`src/rtl/otter_crypto_pkg.sv`:
```
// Shared definitions for the OTTER ENCRY round sequencer: the sequencer
// state type, the ENCRY opcode, the func3 direction encodings and the
// default round count.
package otter_crypto_pkg;

    typedef enum logic [1:0] {
        ST_IDLE   = 2'd0,
        ST_LOAD   = 2'd1,
        ST_ROUND  = 2'd2,
        ST_FINISH = 2'd3
    } crypto_state_t;

    localparam logic [6:0] ENCRY_OPCODE  = 7'b1011011;
    localparam logic [2:0] CRYPTO_F3_ENC = 3'b000;
    localparam logic [2:0] CRYPTO_F3_DEC = 3'b001;

    localparam int CRYPTO_NUM_ROUNDS_DEFAULT = 4;

    // Only the two direction encodings are legal ENCRY func3 values.
    function automatic logic crypto_f3_legal(input logic [2:0] f3);
        return (f3 == CRYPTO_F3_ENC) || (f3 == CRYPTO_F3_DEC);
    endfunction

endpackage

```
`src/rtl/otter_crypto_seq.sv`:
```
// Round sequencer for the ENCRY instruction. Turns a level START from the
// control unit into the load / round / latch strobe sequence of the crypto
// datapath and answers with a BUSY level and a one-cycle DONE pulse.
// Encrypt walks the round-key index upward, decrypt walks it downward.
module otter_crypto_seq
    import otter_crypto_pkg::*;
#(
    parameter int NUM_ROUNDS = CRYPTO_NUM_ROUNDS_DEFAULT,
    parameter int RND_W      = $clog2(NUM_ROUNDS)
) (
    input  logic             CRYPTO_CLK,
    input  logic             CRYPTO_RESET,
    input  logic             CRYPTO_START,
    input  logic [2:0]       CRYPTO_FUNC3,
    input  logic             CRYPTO_ABORT,
    output logic             CRYPTO_BUSY,
    output logic             CRYPTO_DONE,
    output logic             CRYPTO_ERR,
    output logic             DP_LOAD,
    output logic             DP_ROUND_EN,
    output logic [RND_W-1:0] DP_ROUND_IDX,
    output logic             DP_DECRYPT,
    output logic             DP_OUT_LATCH
);

    localparam logic [RND_W-1:0] LAST_IDX = RND_W'(NUM_ROUNDS - 1);
    localparam logic [RND_W-1:0] IDX_ONE  = RND_W'(1);

    crypto_state_t    state;
    logic [RND_W-1:0] round_cnt;
    logic             mode_dec;   // latched direction, only nonzero while busy
    logic             err_q;
    logic             busy_q;
    logic             load_q;
    logic             round_en_q;
    logic             finish_q;   // drives both DONE and OUT_LATCH

    // Terminal round for the current direction; the FSM leaves ROUND here,
    // so the counter never steps past either end of its range.
    logic last_round;
    assign last_round = mode_dec ? (round_cnt == '0) : (round_cnt == LAST_IDX);

    // Sequencer FSM: every strobe is registered together with the state it
    // belongs to, so outputs change only on clock edges (or reset).
    // NOTE: all state and output registers use non-blocking assignments so
    // every branch reads the pre-edge values, whatever the statement order.
    always_ff @(posedge CRYPTO_CLK or posedge CRYPTO_RESET) begin
        if (CRYPTO_RESET) begin
            state      <= ST_IDLE;
            round_cnt  <= '0;
            mode_dec   <= 1'b0;
            err_q      <= 1'b0;
            busy_q     <= 1'b0;
            load_q     <= 1'b0;
            round_en_q <= 1'b0;
            finish_q   <= 1'b0;
        end else if (CRYPTO_ABORT) begin
            // Abort drops straight to IDLE: no DONE, no result latch, and a
            // START/ERR in the same cycle is discarded.
            state      <= ST_IDLE;
            round_cnt  <= '0;
            mode_dec   <= 1'b0;
            err_q      <= 1'b0;
            busy_q     <= 1'b0;
            load_q     <= 1'b0;
            round_en_q <= 1'b0;
            finish_q   <= 1'b0;
        end else begin
            // ERR is a single-cycle pulse unless IDLE re-arms it below.
            err_q <= 1'b0;
            unique case (state)
                ST_IDLE: begin
                    if (CRYPTO_START) begin
                        if (crypto_f3_legal(CRYPTO_FUNC3)) begin
                            state    <= ST_LOAD;
                            busy_q   <= 1'b1;
                            load_q   <= 1'b1;
                            mode_dec <= CRYPTO_FUNC3[0];
                        end else begin
                            err_q <= 1'b1;
                        end
                    end
                end

                ST_LOAD: begin
                    state      <= ST_ROUND;
                    load_q     <= 1'b0;
                    round_en_q <= 1'b1;
                    round_cnt  <= mode_dec ? LAST_IDX : '0;
                end

                ST_ROUND: begin
                    if (last_round) begin
                        state      <= ST_FINISH;
                        round_en_q <= 1'b0;
                        finish_q   <= 1'b1;
                    end else if (mode_dec) begin
                        round_cnt <= round_cnt - IDX_ONE;
                    end else begin
                        round_cnt <= round_cnt + IDX_ONE;
                    end
                end

                ST_FINISH: begin
                    state     <= ST_IDLE;
                    busy_q    <= 1'b0;
                    finish_q  <= 1'b0;
                    mode_dec  <= 1'b0;
                    round_cnt <= '0;
                end

                default: begin
                    state      <= ST_IDLE;
                    busy_q     <= 1'b0;
                    load_q     <= 1'b0;
                    round_en_q <= 1'b0;
                    finish_q   <= 1'b0;
                    mode_dec   <= 1'b0;
                    round_cnt  <= '0;
                end
            endcase
        end
    end

    assign CRYPTO_BUSY  = busy_q;
    assign CRYPTO_DONE  = finish_q;
    assign CRYPTO_ERR   = err_q;
    assign DP_LOAD      = load_q;
    assign DP_ROUND_EN  = round_en_q;
    assign DP_ROUND_IDX = round_cnt;
    assign DP_DECRYPT   = mode_dec;
    assign DP_OUT_LATCH = finish_q;

endmodule
```
`config.mk`:
```
export PLATFORM = sky130hd
export DESIGN_NAME = otter_crypto_seq
export DESIGN_NICKNAME = d
export VERILOG_FILES = /design/src/rtl/otter_crypto_pkg.sv /design/src/rtl/otter_crypto_seq.sv
export SDC_FILE = /design/constraint.sdc
export NUM_CORES = 1
export LEC_CHECK = 0
export CORE_MARGIN = 8
export CORE_UTILIZATION = 34
export DETAILED_ROUTE_END_ITERATION = 8
export SYNTH_ARGS = -nofsm -noshare
export SYNTH_HDL_FRONTEND = slang
export SYNTH_SLANG_ARGS = --single-unit
export TNS_END_PERCENT = 30
```
`constraint.sdc`:
```
create_clock -name CRYPTO_CLK -period 2 [get_ports CRYPTO_CLK]
set_clock_uncertainty 0.05 [all_clocks]
set_input_delay 0.3 -clock CRYPTO_CLK [delete_from_list [all_inputs] [get_ports CRYPTO_CLK]]
set_output_delay 0.3 -clock CRYPTO_CLK [all_outputs]
set_load 0.005 [all_outputs]
```
**Word-level counts from Yosys, hierarchy flattened**

Index checks and enable logic that the tools add are counted.

- Logic and storage cells: 65
- Bits in registers: 10
- Bits of input ports: 7
- Output and inout bits: 9

- Add/subtract/negate cells: 2
- Multiplexer cells: 31
- Equality and inequality tests: 9
- Reductions and logical operators: 15

Operators with widths:

| kind | number |
|---|---|
| 1-bit 2-to-1 mux | 16 |
| 2-bit 2-to-1 mux | 8 |
| 3-bit inequality test, second input constant | 4 |
| 3-bit nonzero test | 4 |
| 1-bit case mux with 2 select lines | 5 |
| 3-bit AND reduction | 3 |
| 2-bit case mux with 4 select lines | 1 |
| 2-bit == test, second input constant | 3 |
| 2-bit case mux with 3 select lines | 1 |
| 2-bit AND reduction | 3 |
| 2-bit logical NOT | 2 |
| 4-bit nonzero test | 1 |
| 3-bit by 1-bit == test with 1-bit output, second input constant | 1 |
| 3-bit logical NOT | 1 |
| 2-bit by 1-bit adder with 2-bit output, second input constant | 1 |
| 2-bit by 1-bit == test with 1-bit output, second input constant | 1 |
| 2-bit by 1-bit subtractor with 2-bit output, second input constant | 1 |
| 1-bit logical OR | 1 |

**Logic depth before layout (Yosys ltp)**

- Depth after elaboration: 6
- Mapped depth: 6
- Depth with buffers taken out: 6

**Least setup slack after synthesis**

Ideal clock, no wire load.

- Kind: register -> register
- Start: register round_cnt[0] (netlist: DP_ROUND_IDX[0])
- End: register state[1]
- Data arrival time: 1.338 ns
- Clock period less this slack: 1.520 ns
- Library setup time: 0.132 ns
- Required time: 1.818 ns
- Setup slack: 0.480 ns
- Stages on the path, launching flop included: 5
- Buffers on the path: 0
- Path through: dfrtp_1 -> or3b_1 -> a32oi_2 -> mux2i_1 -> nor2_1

- Longest elaborated chain between the ends: 4
- Elaborated cells between the ends (all ways): 5
- Classes of those cells: eq/ne: 2; mux: 1; reduce/logical: 2

Ends and longest elaborated chain:

| what | RTL line | text |
|---|---|---|
| start, declared | otter_crypto_seq.sv:30 | `logic [RND_W-1:0] round_cnt;` |
| start signal, assigned | otter_crypto_seq.sv:89 | `round_cnt <= mode_dec ? LAST_IDX : '0;` |
| start signal, assigned | otter_crypto_seq.sv:98 | `round_cnt <= round_cnt - IDX_ONE;` |
| start signal, assigned | otter_crypto_seq.sv:100 | `round_cnt <= round_cnt + IDX_ONE;` |
| 2-bit == test or 2-bit logical NOT (tied branches) | otter_crypto_seq.sv:41 | `assign last_round = mode_dec ? (round_cnt == '0) : (round_cnt == LAST_IDX);` |
| 1-bit 2-to-1 mux * | otter_crypto_seq.sv:41 |  |
| 3-bit inequality test (no line) * | n/a |  |
| 3-bit AND reduction (no line) * | n/a |  |
| end signal, assigned | otter_crypto_seq.sv:49 | `state <= ST_IDLE;` |
| end signal, assigned | otter_crypto_seq.sv:60 | `state <= ST_IDLE;` |
| end signal, assigned | otter_crypto_seq.sv:75 | `state <= ST_LOAD;` |
| end, declared | otter_crypto_seq.sv:29 | `crypto_state_t state;` |

Every way passes the cells marked *; elsewhere a longest branch is shown, timed or not.
A chain may end at the register's enable or synchronous reset.

**Worst setup path after layout**

- Start: input CRYPTO_START
- End: register state[1]

- Longest elaborated chain between the ends: 2

Ends and longest elaborated chain:

| what | RTL line | text |
|---|---|---|
| start, declared | otter_crypto_seq.sv:13 | `input logic CRYPTO_START,` |
| 3-bit inequality test (no line) | n/a |  |
| 3-bit AND reduction (no line) | n/a |  |

No other way between the ends.

==> qor.yml <==
die-area_um2: 3449
drv_cap: 0
tritoncts: "yes"
power.switching_uw: 291.1
tightest_slew_ns: 0.3976
synth_warnings: 0
cts_setup_buffers: 0
design_area_um2: 838.3
ys_types: 27
drive_gt1_share_pct: 10.47
reg2reg_depth: 4
fp.dieW_um: 58.73
synth_area_um2: 620.6
cp_max_fo: 3
cp_data_required_time_ns: 2.11
combPwrFrac_pct: 43.4
setup_tns_ns: 0
syn_inst: 68
viasPerCell: 4.937
synth_seq_area_share_pct: 40.32
r2r_setup_slack_ns: 0.41
io_buffer_count: 15
fmax_ghz: 0.6096
slew_viol_final: 0
antenna_cells: 0
synth-compound-area-share_pct: 18.95
grt_pass1_vias: 543
worstSetupEndpoint: "state[1]$_DFFE_PP0P_"
postRouteAntennaNets: 0
crit_type: "primary input to flop"
max-slew-margin-rel_pct: 73.47
cts_root_buffer: "clkbuf_4"
vias: 548
drc: 0
yosys_register_bits: 10
drt-total-wl_um: 1387
htreeDepth: 1
dpl_cell_area_um2: 802.0
grt_pass1_wl_um: 2442
total_power_uw: 830.5
p_seq_share_pct: 34.3
dr.pass1.iters: 3
n_fill_cell: 191
cts_resized: 0
synth-xor-area-share_pct: 1.411
clock_sinks: 10
synth_mux_area_share_pct: 4.839
fp.coreArea_um2: 1727
hold_violations: 0
die_h_um: 58.73
p_leak_nw: 0.3641
final_common_cell: "clkdlybuf4s50_1"
p_int_uw: 539.4
start_util_pct: 35.94
cp-end-kind: "flop"
ios: 16
dp_hpwl_um: 1051
power_density_nw_per_um2: 990.7
rr_endpoint: "state[1]$_DFFE_PP0P_"
worst_hold_path_type: "primary input to async pin"
rsz0062_at_grt: "no"
ctsHoldBuffers: 0
period_share_pct: 82.02
rows: 15
place_congestion: 0.8615
cp.arrival_ns: 1.75
startpoint_type: "primary input"
synth_top_family_by_area: "simple AND/OR/NAND/NOR gates"
drt-initial-drc-count: 11
avgSynthCellArea_um2: 9.126
synthAdderAreaFrac_pct: 8.065
nets: 98
clock_path_buffers: 2
mostFrequentLayoutCells: "15 x clkdlybuf4s50_1, 10 x dfrtp_1, 7 x nor2_1, 6 x inv_1"
status: "complete, no violations"
syn_to_final_growth_pct: 35.08
antenna_found_initial: 0
clk_pin_slew_worst_paths_ns: 0.07
setup_viol: 0
clock_latency_ns: 0.26
r2r-start: "DP_ROUND_IDX[0]$_DFFE_PP0P_"
synth.net_count: 79
switching_share_pct: 35.05
clkPwrFrac_pct: 22.3
post_drt_wl_per_cell_um: 12.50
crit_path_start: "CRYPTO_START"
period_minus_slack_ns: 1.640
grt_start_max_net_pins: 11
cts_made_buffers: 3
overflow: 0
synthSimpleGateAreaFrac_pct: 20.36
ir_drop_uv: 499.5
grt_usage_pct: 8.655
worst min path at each step:
stage	from	endpoint	cells after the start
floorplan	CRYPTO_RESET	CRYPTO_BUSY$_DFFE_PP0P_	1
global placement	CRYPTO_BUSY$_DFFE_PP0P_	CRYPTO_BUSY$_DFFE_PP0P_	1
detailed placement	CRYPTO_BUSY$_DFFE_PP0P_	CRYPTO_BUSY$_DFFE_PP0P_	1
CTS	CRYPTO_RESET	DP_ROUND_IDX[0]$_DFFE_PP0P_	2
global route	CRYPTO_RESET	DP_ROUND_IDX[0]$_DFFE_PP0P_	2
finish	CRYPTO_RESET	DP_DECRYPT$_DFFE_PP0P_	2
sequential cells by signal, indices dropped and copies added, names as in the netlist:
register and count:
DP_ROUND_IDX 2, state 2, CRYPTO_BUSY 1, CRYPTO_DONE 1
CRYPTO_ERR 1, DP_DECRYPT 1, DP_LOAD 1, DP_ROUND_EN 1
area by class of cell:
cell class	count	area [um^2]	share of cell area [%]
inverters	6	22.52	2.687
well taps	25	31.28	3.731
repair buffers	17	165.2	19.70
clock buffers	4	36.28	4.328
multi-input cells	49	332.8	39.70
flip-flops and latches	10	250.2	29.85
cell usage after synthesis:
library cell  count  area, um^2
a311oi_1          1       8.760
o22a_1            1       8.760
o211ai_1          1       7.510
nand2_1           3       11.26
buf_4             1       7.510
nor3_1            5       25.02
nand3_1           1       5.000
a21bo_2           1       10.01
nor2_1            7       26.28
nor2b_1           1       6.260
dfrtp_1          10       250.2
mux2i_1           3       30.03
o21bai_1          1       7.510
clkbuf_1          2       7.510
or3b_2            1       8.760
xnor2_1           1       8.760
inv_1             6       22.52
ha_1              4       50.05
a21oi_1           5       25.02
nand2b_1          1       6.260
and3_1            1       6.260
or3b_1            1       8.760
o21ai_0           5       25.02
nand3b_1          2       15.01
nor3b_1           1       7.510
a2bb2oi_1         1       8.760
a32oi_2           1       16.27
critical path: stages:
cell and delay (ns):
clkdlybuf4s50_1 0.49, or3b_2 0.46, a32oi_2 0.25, mux2i_1 0.21, nor2_1 0.05
power by group through the flow:
stage / clock network [mW] / registers, mW / logic (mW)
4_1_cts: 0.188 / 0.285 / 0.365
6_report: 0.185 / 0.285 / 0.360
5_1_grt: 0.199 / 0.292 / 0.406
2_1_floorplan: 0 / 0.286 / 0.239
3_5_place_dp: 0 / 0.288 / 0.363
3_3_place_gp: 0 / 0.289 / 0.358
per-layer routing:
metal / vias up / GRT usage [%] / wire length [um]
met5: - / 0 / 0
met3: 2 / 3.043 / 107
li1: 273 / - / -
met1: 257 / 11.11 / 679
met2: 16 / 13.86 / 593
met4: 0 / 1.024 / 8
cells by family after synthesis:
| logic type | after synthesis |
|---|---|
| adders and majority gates | 4 |
| AOI/OAI and AO/OA | 17 |
| xor gates and xnor gates | 1 |
| muxes | 3 |
| buffers and inverters | 9 |
| and+or+nand+nor | 24 |
| DFF | 10 |
per-stage QoR:
step	cells	setup WS [ns]	util, %	hold slack [ns]
final	111	0.3596	48.55	0.2612
after global routing	111	0.3142	48.55	0.3020
after CTS	111	0.3618	48.55	0.2853
after detailed placement	107	0.08352	46.45	0.4296
after global placement	107	0.1159	46.45	0.4279
after floorplan	68	0.4796	-	0.09018
Power figures use the tool's default switching activity.
